<file path="config.mk">
export PLATFORM = sky130hd
export DESIGN_NAME = bpsk_packet_decoder
export DESIGN_NICKNAME = d
export VERILOG_FILES = /design/src/rtl/bpsk_packet_decoder.sv
export SDC_FILE = /design/constraint.sdc
export NUM_CORES = 1
export LEC_CHECK = 0
export CORE_ASPECT_RATIO = 0.8
export CORE_MARGIN = 10
export CORE_UTILIZATION = 45
export CTS_CLUSTER_SIZE = 10
export DETAILED_ROUTE_END_ITERATION = 16
export GPL_TIMING_DRIVEN = 0
export PLACE_DENSITY = 0.74
export SLEW_MARGIN = 25
export SYNTH_ARGS = -nofsm -noshare
export SYNTH_HDL_FRONTEND = slang
export SYNTH_SLANG_ARGS = --single-unit
</file>
<file path="constraint.sdc">
create_clock -name s00_axis_aclk -period 13.7 [get_ports s00_axis_aclk]
set_input_delay 4.11 -clock s00_axis_aclk [delete_from_list [all_inputs] [get_ports s00_axis_aclk]]
set_output_delay 4.11 -clock s00_axis_aclk [all_outputs]
set_load 0.03 [all_outputs]
</file>
<file path="src/rtl/bpsk_packet_decoder.sv">
// -----------------------------------------------------------------------------
// bpsk_packet_decoder
//
// Purpose:
//   BPSK packet decoder fed by the carrier/phase-recovery path. After a sync
//   trigger it skips START_OFFSET valid samples. It then integrates a centred
//   WINDOW of every symbol (integrate-and-dump) and slices the sign of each sum
//   to one bit. PACKET_LENGTH bits make up one AXIS word, with the first bit in
//   the MSB. A one-deep holding register absorbs m00 backpressure. A packet
//   that completes while that register is still full is dropped, and the
//   sticky overflow flag is set.
//
// Optional feature:
//   DECODER_CONFIDENCE_EN - when defined, adds m00_axis_tuser. It carries the
//   minimum |integrator sum| seen over all bits of the packet, saturated at the
//   port maximum. It is loaded and held together with m00_axis_tdata.
//
// Ports:
//   s00_axis_aclk      clock
//   s00_axis_areset    asynchronous active-high reset
//   s00_axis_tdata     signed baseband sample
//   s00_axis_tvalid    sample valid; only valid cycles advance the decoder
//   s00_axis_tlast     ignored
//   s00_axis_tready    always 1
//   trigger_valid      1-cycle start pulse; honoured only in IDLE
//   trigger_polarity   1 inverts every decoded bit of the packet
//   abort              drops the packet in progress
//   m00_axis_tdata     decoded packet
//   m00_axis_tvalid    packet valid
//   m00_axis_tready    downstream ready
//   m00_axis_tlast     equals m00_axis_tvalid (one beat per packet)
//   m00_axis_tstrb     all ones
//   m00_axis_tuser     confidence (only with DECODER_CONFIDENCE_EN)
//   overflow           sticky: a completed packet was dropped
//   busy               decoder is not IDLE
// -----------------------------------------------------------------------------
module bpsk_packet_decoder #(
  parameter int DATA_WIDTH         = 16,
  parameter int PACKET_LENGTH      = 128,
  parameter int SAMPLES_PER_SYMBOL = 32,
  parameter int WINDOW             = 16,
  parameter int START_OFFSET       = 3
) (
  input  logic                                 s00_axis_aclk,
  input  logic                                 s00_axis_areset,
  input  logic [DATA_WIDTH-1:0]                s00_axis_tdata,
  input  logic                                 s00_axis_tvalid,
  input  logic                                 s00_axis_tlast,
  output logic                                 s00_axis_tready,
  input  logic                                 trigger_valid,
  input  logic                                 trigger_polarity,
  input  logic                                 abort,
  output logic [PACKET_LENGTH-1:0]             m00_axis_tdata,
  output logic                                 m00_axis_tvalid,
  input  logic                                 m00_axis_tready,
  output logic                                 m00_axis_tlast,
  output logic [PACKET_LENGTH/8-1:0]           m00_axis_tstrb,
`ifdef DECODER_CONFIDENCE_EN
  output logic [DATA_WIDTH+$clog2(WINDOW)-1:0] m00_axis_tuser,
`endif
  output logic                                 overflow,
  output logic                                 busy
);

  localparam int ACC_W = DATA_WIDTH + $clog2(WINDOW) + 1;
  localparam int MAG_W = ACC_W - 1;
  localparam int SW    = $clog2(SAMPLES_PER_SYMBOL);
  localparam int BW    = $clog2(PACKET_LENGTH);

  localparam logic [SW-1:0] WIN_LO    = SW'(SAMPLES_PER_SYMBOL/2 - WINDOW/2);
  localparam logic [SW-1:0] WIN_HI    = SW'(SAMPLES_PER_SYMBOL/2 + WINDOW/2 - 1);
  localparam logic [SW-1:0] S_LAST    = SW'(SAMPLES_PER_SYMBOL - 1);
  localparam logic [BW-1:0] B_LAST    = BW'(PACKET_LENGTH - 1);
  localparam logic [7:0]    SKIP_LAST = 8'((START_OFFSET == 0) ? 0 : START_OFFSET - 1);

  typedef enum logic [1:0] {
    IDLE   = 2'd0,
    SKIP   = 2'd1,
    RECORD = 2'd2
  } state_t;

  state_t                    state;
  logic [7:0]                skip_cnt;
  logic [SW-1:0]             samp_cnt;
  logic [BW-1:0]             bit_cnt;
  logic signed [ACC_W-1:0]   acc;
  logic [PACKET_LENGTH-1:0]  shift_reg;
  logic                      pol;

  logic                      in_window;
  logic signed [ACC_W-1:0]   sample_ext;
  logic signed [ACC_W-1:0]   acc_final;
  logic                      symbol_end;
  logic                      new_bit;
  logic                      packet_done;
  logic [PACKET_LENGTH-1:0]  packet_word;

  // Sum including the current sample, so the slicer sees the window's last
  // sample even when the window ends on the final sample of the symbol.
  assign in_window   = (samp_cnt >= WIN_LO) && (samp_cnt <= WIN_HI);
  assign sample_ext  = {{(ACC_W-DATA_WIDTH){s00_axis_tdata[DATA_WIDTH-1]}}, s00_axis_tdata};
  assign acc_final   = acc + (in_window ? sample_ext : '0);
  assign symbol_end  = (state == RECORD) && s00_axis_tvalid && (samp_cnt == S_LAST);
  // acc_final >= 0 is a clear sign bit; polarity resolves the 180-degree ambiguity.
  assign new_bit     = ~acc_final[ACC_W-1] ^ pol;
  // abort wins over a same-cycle completion.
  assign packet_done = symbol_end && (bit_cnt == B_LAST) && !abort;
  assign packet_word = {shift_reg[PACKET_LENGTH-2:0], new_bit};

`ifdef DECODER_CONFIDENCE_EN
  logic [ACC_W-1:0] acc_abs;
  logic [MAG_W-1:0] cur_mag;
  logic [MAG_W-1:0] min_mag;
  logic [MAG_W-1:0] min_next;

  // |most negative sum| does not fit in MAG_W bits, so it saturates.
  assign acc_abs  = acc_final[ACC_W-1] ? $unsigned(-acc_final) : $unsigned(acc_final);
  assign cur_mag  = acc_abs[ACC_W-1] ? '1 : acc_abs[MAG_W-1:0];
  assign min_next = (cur_mag < min_mag) ? cur_mag : min_mag;
`endif

  // ---------------------------------------------------------------------------
  // Control FSM and integrate-and-dump datapath
  // ---------------------------------------------------------------------------
  // NOTE: sequential state uses non-blocking assignments so every register
  // samples the pre-edge values, independent of statement order.
  always_ff @(posedge s00_axis_aclk or posedge s00_axis_areset) begin
    if (s00_axis_areset) begin
      state     <= IDLE;
      skip_cnt  <= '0;
      samp_cnt  <= '0;
      bit_cnt   <= '0;
      acc       <= '0;
      shift_reg <= '0;
      pol       <= 1'b0;
`ifdef DECODER_CONFIDENCE_EN
      min_mag   <= '1;
`endif
    end else begin
      case (state)
        IDLE: begin
          if (trigger_valid) begin
            pol       <= trigger_polarity;
            skip_cnt  <= '0;
            samp_cnt  <= '0;
            bit_cnt   <= '0;
            acc       <= '0;
            shift_reg <= '0;
`ifdef DECODER_CONFIDENCE_EN
            min_mag   <= '1;
`endif
            state     <= (START_OFFSET == 0) ? RECORD : SKIP;
          end
        end

        SKIP: begin
          if (abort) begin
            state <= IDLE;
          end else if (s00_axis_tvalid) begin
            if (skip_cnt == SKIP_LAST) state <= RECORD;
            else                       skip_cnt <= skip_cnt + 1'b1;
          end
        end

        RECORD: begin
          if (abort) begin
            state <= IDLE;
          end else if (s00_axis_tvalid) begin
            if (samp_cnt == S_LAST) begin
              samp_cnt  <= '0;
              acc       <= '0;
              shift_reg <= packet_word;
`ifdef DECODER_CONFIDENCE_EN
              min_mag   <= min_next;
`endif
              if (bit_cnt == B_LAST) state <= IDLE;
              else                   bit_cnt <= bit_cnt + 1'b1;
            end else begin
              samp_cnt <= samp_cnt + 1'b1;
              acc      <= acc_final;
            end
          end
        end

        default: state <= IDLE;
      endcase
    end
  end

  // ---------------------------------------------------------------------------
  // One-deep output holding register
  // ---------------------------------------------------------------------------
  always_ff @(posedge s00_axis_aclk or posedge s00_axis_areset) begin
    if (s00_axis_areset) begin
      m00_axis_tdata  <= '0;
      m00_axis_tvalid <= 1'b0;
      overflow        <= 1'b0;
`ifdef DECODER_CONFIDENCE_EN
      m00_axis_tuser  <= '0;
`endif
    end else if (packet_done) begin
      // The slot is free when empty or draining this very cycle.
      if (!m00_axis_tvalid || m00_axis_tready) begin
        m00_axis_tdata  <= packet_word;
        m00_axis_tvalid <= 1'b1;
`ifdef DECODER_CONFIDENCE_EN
        m00_axis_tuser  <= min_next;
`endif
      end else begin
        overflow <= 1'b1;
      end
    end else if (m00_axis_tvalid && m00_axis_tready) begin
      m00_axis_tvalid <= 1'b0;
    end
  end

  assign s00_axis_tready = 1'b1;
  assign m00_axis_tlast  = m00_axis_tvalid;
  assign m00_axis_tstrb  = '1;
  assign busy            = (state != IDLE);

  // tlast carries no framing here; the MSB of the shift register is never
  // read because the word is built from the lower bits plus the new bit.
  logic [1:0] unused_bits;
  assign unused_bits = {s00_axis_tlast, shift_reg[PACKET_LENGTH-1]};

endmodule

</file>
# Yosys cells after proc, flatten, opt, wreduce, memory -nomap -nowiden
# Index checks and enable logic that the tools add are counted.
[totals]
wordCells = 100
ff_bits = 301
[classes]
order_cmp = 2
eq_ne = 19
n_addsub = 4
muxes = 39
n_reduce_logical = 23
n_bitwise = 3
[op_table]
columns = ["cell", "n"]
rows = [
  ["2-to-1 mux 127 bit", 4],
  ["case mux 127 bit (2 select lines)", 1],
  ["2-to-1 mux 21 bit", 5],
  ["case mux 21 bit (2 select lines)", 1],
  ["2-to-1 mux 7 bit", 5],
  ["2-to-1 mux 8 bit", 4],
  ["adder 21 bit", 1],
  ["2-to-1 mux 5 bit", 4],
  ["2-to-1 mux 2 bit", 8],
  ["case mux 8 bit (2 select lines)", 1],
  ["!= test 2 bit, second input constant", 7],
  ["case mux 7 bit (2 select lines)", 1],
  ["AND reduction 6 bit", 2],
  ["case mux 5 bit (2 select lines)", 1],
  ["AND reduction 5 bit", 2],
  ["!= test 3 bit, second input constant", 3],
  ["adder 8 x 1 -> 8 bit, second input constant", 1],
  ["== test 8 x 2 -> 1 bit, second input constant", 1],
  ["AND reduction 2 bit", 4],
  ["nonzero test 2 bit", 4],
  ["adder 7 x 1 -> 7 bit, second input constant", 1],
  ["== test 7 bit, second input constant", 1],
  ["logical AND 1 bit", 6],
  ["!= test 3 x 2 -> 1 bit, second input constant", 2],
  ["15 further kinds", 20],
]

# Longest topological paths before layout
# Gate-level depths: netlist (run 1).
[logic_depth]
ltp_word = 10
depth_mapped = 14

# Least setup slack after synthesis (run 1)
# No wires, ideal clock.
[synth_path]
kind = "input-to-reg"
start = "in s00_axis_tdata[0]"
end = "reg m00_axis_tdata[0]"
path_buffers = 0
cell_stages = 11
setup_time_ps = 125
required_time_ps = 13575
slack_ps = 7517
arrival_time_ps = 6058
path_cell_list = "nor2b_1 > ha_1 > inv_1 > fa_1 > nand2b_1 > a21oi_1 > o21ai_1 > a2111o_1 > o211ai_2 > xnor2_1 > mux2_2"
[synth_between]
elab_chain_len = 4
[synth_lines]
columns = ["item", "line", "text"]
rows = [
  ["start: declaration", "46", "input logic [DATA_WIDTH-1:0] s00_axis_tdata,"],
  ["2-to-1 mux 21 bit", "102", "assign acc_final = acc + (in_window ? sample_ext : '0);"],
  ["adder 21 bit", "102", ""],
  ["NOT 1 bit", "105", "assign new_bit = ~acc_final[ACC_W-1] ^ pol;"],
  ["bitwise XOR 1 bit", "105", ""],
  ["end signal: assignment", "204", "m00_axis_tdata <= packet_word;"],
  ["end: declaration", "53", "output logic [PACKET_LENGTH-1:0] m00_axis_tdata,"],
]
# Every way passes these cells.
# A chain may end at the register's enable or synchronous reset.

# Worst setup path in the final report (run 1)
# Ends and elaborated chain as after synthesis.

==> results of run 1 <==
[per-layer routing]
layer / GRT usage [%] / up-vias
met1: 21.7 / 4575
met3: 4.27 / 47
met4: 4.93 / 0
li1: - / 4409
met2: 26.8 / 178
met5: 0 / -
[worst reg2reg max path: stages (launching register included)]
cell and delay [ns]:
dfrtp_1 0.42, ha_1 0.26, o21ai_0 0.18, o21ba_2 0.24, clkbuf_1 0.41, nor2b_1 0.10
ha_1 0.29, buf_2 0.16, nand2_1 0.12, nor3_2 0.19, o21ai_1 0.15, a2111o_1 0.40
o211ai_2 0.12, xnor2_1 0.15, mux2_2 0.28
[cell usage in the layout (no fill, tap or decap), types with 19 or more instances in the layout]
cell               n
xor2_1            19
nor2_1            26
buf_4             30
clkbuf_16         36
ha_1              26
dfrtp_1          301
mux2_1           128
nand2_1          292
a21oi_1           23
clkdlybuf4s50_1  154
clkbuf_1          51
nand3_1          137
[power by group through the flow]
stage               combinational [mW]  sequential [mW]  clock (mW)
global placement                 0.150            0.917           0
global route                     0.173            0.901       0.894
CTS                              0.156            0.901       0.853
floorplan                        0.103            0.915           0
detailed placement               0.156            0.916           0
finish                           0.154            0.901       0.833
[cells in the mapped netlist (all sizes together), types with 4 or more instances]
| master | count | share of area, % |
|---|---|---|
| a21o | 7 | 0.41 |
| a21oi | 23 | 0.89 |
| a22o | 4 | 0.27 |
| and3 | 7 | 0.34 |
| buf | 36 | 2.0 |
| clkbuf | 48 | 1.4 |
| dfrtp | 301 | 58 |
| ha | 26 | 2.5 |
| inv | 17 | 0.49 |
| mux2 | 130 | 11 |
| nand2 | 293 | 8.5 |
| nand2b | 8 | 0.39 |
| nand3 | 137 | 5.3 |
| nand4 | 7 | 0.34 |
| nor2 | 26 | 0.75 |
| nor2b | 18 | 0.87 |
| o21ai | 30 | 1.2 |
| o21bai | 4 | 0.23 |
| xnor2 | 11 | 0.74 |
| xor2 | 19 | 1.3 |
[cell type report]
class,instances,area share [%]
plain buffers,84,2.69
clock buffers,40,5.75
clock inverters,3,0.342
repair buffers,157,10.1
multi-input cells,809,31.1
well taps,370,2.87
flip-flops and latches,301,46.8
inverters,17,0.443
[cell families (layout without fill, tap and decap cells)]
kind of cell	after synthesis	after routing	synth area share [%]
and+or+nand+nor	510	510	17.3
other	1	17	0.0289
muxes	131	131	11.4
adders and majority gates	27	27	2.66
buffers and inverters	101	301	3.84
AOI/OAI and AO/OA	94	94	4.77
xor gates and xnor gates	30	30	2.03
DFF	301	301	58.1
[how the worst max path moves through the flow]
stage | end | slack (ns) | cells past startpoint | start
3_3_place_gp | acc[18] | -2.33 | 2 | s00_axis_areset
2_1_floorplan | acc[0] | 1.27 | 1 | s00_axis_areset
3_5_place_dp | m00_axis_tdata[0] | 6.75 | 12 | s00_axis_tdata[0]
6_report | m00_axis_tdata[0] | 7.25 | 12 | s00_axis_tdata[0]
4_1_cts | m00_axis_tdata[0] | 7.24 | 12 | s00_axis_tdata[0]
5_1_grt | m00_axis_tdata[0] | 7.10 | 12 | s00_axis_tdata[0]
[through the flow]
step / hold slack, ns / TNS (ns) / total power [mW] / instances
2_1_floorplan: 0.435 / 0 / 1.02 / 1211
3_3_place_gp: 0.449 / -695.66 / 1.07 / 1735
3_5_place_dp: 0.461 / 0 / 1.07 / 1738
4_1_cts: 0.477 / 0 / 1.91 / 1781
5_1_grt: 0.495 / 0 / 1.97 / 1781
6_report: 0.473 / 0 / 1.89 / 1781
==> flow_metrics.env, run 1 <==
export IMPL_outcome="finished clean"
export IMPL_async_flop_share_pct=100
export IMPL_wl_um=29800
export IMPL_nNetsFinal=1457
export IMPL_gp_routability_congestion=0.817
export IMPL_gr_total_overflow=0
export IMPL_drtAntennaViolNets=0
export IMPL_postPlaceCellArea_um2=15100
export IMPL_power_leakage_nw=8.27
export IMPL_worst_path_max_delay_cell="clkdlybuf4s50_1"
export IMPL_ys_warn_count=0
export IMPL_multi_input_area_um2=5000
export IMPL_synth_seq_cells=301
export IMPL_wl_per_cell_um=16.7
export IMPL_grt_start_max_net_pins=91
export IMPL_crit_arrival_ns=6.83
export IMPL_hold_class="reg -> reg"
export IMPL_syn_cell_area_um2=13000
export IMPL_final_util_pct=56.8
export IMPL_wl_met2_um=13800
export IMPL_highest_layer="met4"
export IMPL_ctsHoldBuffers=0
export IMPL_worstReg2RegEnd="m00_axis_tdata[0]"
export IMPL_start_util_pct=45.8
export IMPL_slew_headroom_pct=36.2
export IMPL_holdCritStartpoint="overflow"
export IMPL_worstSetupEndpointType="flop"
export IMPL_crit_path_cell_trace="clkdlybuf4s50_1 > nor2b_1 > ha_1 > inv_1 > fa_1 > nand2b_1 > a21oi_1 > o21ai_1 > a2111o_1 > o211ai_2 > xnor2_1 > mux2_2"
export IMPL_rrSetupSlack_ns=10.12
export IMPL_dieArea_um2=36100
export IMPL_grt_util_all_layers_pct=16.6
export IMPL_hold_depth=1
export IMPL_fmax_mhz=155
export IMPL_power_density_nw_per_um2=117
export IMPL_row_count=55
export IMPL_seq_area_frac_synth_pct=58.1
export IMPL_ys_flop_type="dfrtp_1"
export IMPL_setup_ws_ns=7.25
export IMPL_wl_met3_um=1860
export IMPL_dp_slack_ns=6.75
export IMPL_comb_power_share_pct=8.2
export IMPL_fillers=2396
export IMPL_viasPerCell=5.17
export IMPL_drv_cap=0
export IMPL_seqPwrFrac_pct=47.7
export IMPL_max_stage_delay_ns=0.48
export IMPL_clk_latency_ns=0.51
export IMPL_via_count=9209
export IMPL_drive_gt1_share_pct=6.38
export IMPL_n_antenna_cell=0
export IMPL_drv_slew=0
export IMPL_power_switching_uw=463
export IMPL_synth_edf_count=0
export IMPL_regArea_um2=7530
export IMPL_cpLargestDelayFamily="compound AO/OA/AOI/OAI gates"
export IMPL_port_buffer_count=154
export IMPL_postCtsSetupBuffers=0
export IMPL_syn_inst=1195
export IMPL_r2r_cells=14
export IMPL_core_um2=28400
export IMPL_drt_iter0_drc=521
export IMPL_min_to="overflow"
export IMPL_io_pins=173
export IMPL_cts_buffer_depth=3
export IMPL_internal_power_mw=1.43
export IMPL_clk_pin_slew_ns=0.05
export IMPL_htreeDepth=2
export IMPL_fin_crit_sh_pct=47.1
export IMPL_cp_start_kind="primary input"
export IMPL_largest_reg_flops=128
export IMPL_grt_pass1_vias=9302
export IMPL_cts_tree="done"
export IMPL_tightest_slew_ns=0.949
export IMPL_drc=0
export IMPL_dr_pass1_iters=4
export IMPL_cp_max_fo=3
export IMPL_finalHoldViolations=0
export IMPL_required_ns=14.08
export IMPL_period_needed_ns=6.45
export IMPL_die_h_um=172
export IMPL_critPathBufInv=2
export IMPL_grt_first_pass_wirelength_um=49600
export IMPL_fin_skew_ns=0.0135
export IMPL_cts_resized=0
export IMPL_die_x_um=210
export IMPL_antenna_found_initial=0
export IMPL_root_buffer="clkbuf_16"
export IMPL_final_area_um2=16100
export IMPL_ir_drop_mv=0.0714
export IMPL_finalSetupViolCount=0
export IMPL_critPathKind="in -> reg"
export IMPL_area_delta_synth_final_pct=24.2
export IMPL_rr_startpoint="samp_cnt[0]"
export IMPL_synth_distinct_cells=56
export IMPL_swShare_pct=24.5
export IMPL_rsz0062_at_grt="false"
export IMPL_p_clk_share_pct=44.1
export IMPL_numCtsBuffers=36
export IMPL_m1WireLength_um=13400
export IMPL_cts_num_sinks=301
export IMPL_syn_avg_cell_area_um2=10.9
export IMPL_hpwl_um=20900
No activity file was read; power rests on OpenSTA's default activity.
==> inputs of run 2 (changes only) <==
==> constraint.sdc (replaced) <==
create_clock -name s00_axis_aclk -period 6.2 [get_ports s00_axis_aclk]
set_input_delay 1.86 -clock s00_axis_aclk [delete_from_list [all_inputs] [get_ports s00_axis_aclk]]
set_output_delay 1.86 -clock s00_axis_aclk [all_outputs]
set_load 0.03 [all_outputs]
==> run 2 against run 1 <==
Effect of this change: clock skew increased by 0.0065 ns; die area unchanged; final area increased by 0.50%; sequential share of layout area decreased by 0.23 points; via count about the same; core utilization increased by 0.29 points; wire length about the same; register-to-register slack got worse by 7.5 ns; clock-buffer cell count unchanged; worst hold slack got worse by 0.0013 ns; critical endpoint unchanged.
==> flow_metrics.env, run 2 (same netlist as run 1, synthesis figures left out) <==
export IMPL_outcome="finished clean"
export IMPL_clk_latency_ns=0.50
export IMPL_worst_path_max_delay_cell="clkdlybuf4s50_1"
export IMPL_worstSetupEndpointType="flop"
export IMPL_finalSetupViolCount=0
export IMPL_drtAntennaViolNets=0
export IMPL_grt_pass1_vias=9381
export IMPL_port_buffer_count=154
export IMPL_max_stage_delay_ns=0.48
export IMPL_wl_um=29800
export IMPL_drt_iter0_drc=591
export IMPL_io_pins=173
export IMPL_tightest_slew_ns=0.894
export IMPL_antenna_found_initial=0
export IMPL_critPathBufInv=2
export IMPL_cp_max_fo=3
export IMPL_cp_start_kind="primary input"
export IMPL_fmax_mhz=238
export IMPL_gr_total_overflow=0
export IMPL_slew_headroom_pct=39.9
export IMPL_ir_drop_mv=0.179
export IMPL_grt_start_max_net_pins=33
export IMPL_dr_pass1_iters=4
export IMPL_largest_reg_flops=128
export IMPL_power_leakage_nw=8.30
export IMPL_final_util_pct=57.1
export IMPL_drc=0
export IMPL_cts_tree="done"
export IMPL_cpLargestDelayFamily="compound AO/OA/AOI/OAI gates"
export IMPL_most_common_layout_cells="301 x dfrtp_1, 292 x nand2_1, 154 x clkdlybuf4s50_1"
export IMPL_postCtsSetupBuffers=0
export IMPL_setup_tns_final_ns=0
export IMPL_cts_num_sinks=301
export IMPL_setup_ws_ns=2.00
export IMPL_die_x_um=210
export IMPL_grt_util_all_layers_pct=16.8
export IMPL_power_density_nw_per_um2=255
export IMPL_root_buffer="clkbuf_16"
export IMPL_cts_resized=0
export IMPL_area_delta_synth_final_pct=24.8
export IMPL_dieArea_um2=36100
export IMPL_drv_cap=0
export IMPL_core_um2=28400
export IMPL_period_needed_ns=4.20
export IMPL_numCtsBuffers=36
export IMPL_p_total_mw=4.13
export IMPL_drive_gt1_share_pct=6.77
export IMPL_nNetsFinal=1464
export IMPL_die_h_um=172
export IMPL_critPathKind="in -> reg"
export IMPL_final_area_um2=16200
export IMPL_rsz0062_at_grt="false"
export IMPL_ctsHoldBuffers=0
export IMPL_crit_arrival_ns=4.58
export IMPL_dp_slack_ns=1.50
export IMPL_grt_first_pass_wirelength_um=50400
export IMPL_hpwl_um=21600
export IMPL_fin_crit_sh_pct=67.7
export IMPL_via_count=9200
export IMPL_required_ns=6.58
export IMPL_clk_pin_slew_ns=0.06
export IMPL_wl_per_cell_um=16.7
export IMPL_htreeDepth=2
export IMPL_row_count=55
export IMPL_final_common_cell="dfrtp_1"
export IMPL_viasPerCell=5.15
export IMPL_hold_class="reg -> reg"
export IMPL_postPlaceCellArea_um2=15200
export IMPL_fin_skew_ns=0.0199
export IMPL_drv_slew=0
export IMPL_gp_routability_congestion=0.826
export IMPL_start_util_pct=45.8
export IMPL_finalHoldViolations=0
export IMPL_cts_buffer_depth=3
export IMPL_crit_path_cell_trace="clkdlybuf4s50_1 > nor2b_1 > ha_1 > inv_1 > fa_1 > nand2b_1 > a21oi_1 > o21ai_1 > a2111o_1 > o211ai_2 > xnor2_1 > mux2_2"
export IMPL_n_antenna_cell=0
==> run 2: cell type report <==
type / count / area, um2
buffer: 84 / 434
timing repair buffer: 164 / 1740
multi-input combinational: 809 / 5000
tap: 370 / 463
clock inverter: 3 / 32.5
inverter: 17 / 67.6
fill: 2413 / 12200
sequential: 301 / 7530
clock buffer: 40 / 916
==> run 2: metrics by stage <==
step	instances	hold slack (ns)
floorplan	1211	0.435
global placement	1735	0.447
detailed placement	1745	0.465
CTS	1788	0.477
global route	1788	0.494
finish	1788	0.472
==> run 2: worst paths after layout <==
| path | slack [ns] | startpoint | to | cells past startpoint |
|---|---|---|---|---|
| max | 2.00 | s00_axis_tdata[0] | m00_axis_tdata[0] | 12 |
| min in group asynchronous | 1.83 | s00_axis_areset | m00_axis_tdata[100] | 2 |
| min | 0.47 | overflow | overflow | 1 |
| max in group asynchronous | 2.93 | s00_axis_areset | shift_reg[34] | 7 |
| max reg2reg | 2.59 | samp_cnt[0] | m00_axis_tdata[0] | 14 |
| min reg2reg | 0.47 | overflow | overflow | 1 |
==> run 2: metal layers <==
metal	share of wire, %	vias up	GRT usage, %
met4	1.7	0	4.18
met1	45	4530	22.5
met2	47	206	27.0
li1	-	4430	-
met3	6.1	34	4.13
met5	0	-	0
==> run 2: where the power goes <==
| group | internal [mW] | switching (mW) | leakage, nW |
|---|---|---|---|
| clock | 1.04 | 0.748 | 0.460 |
| sequential | 1.98 | 0.0116 | 4.20 |
| combinational | 0.0877 | 0.260 | 3.63 |
==> run 2: worst register-to-register path, cell delays in order, from the launching register on <==
cell and delay, ns:
dfrtp_1 0.42, ha_1 0.27, o21ai_0 0.17, o21ba_2 0.24, clkbuf_1 0.42, nor2b_1 0.10, ha_1 0.28, buf_2 0.16
nand2_1 0.12, nor3_2 0.22, nor2_1 0.12, a2111o_1 0.43, o211ai_2 0.12, xnor2_1 0.15, mux2_2 0.27
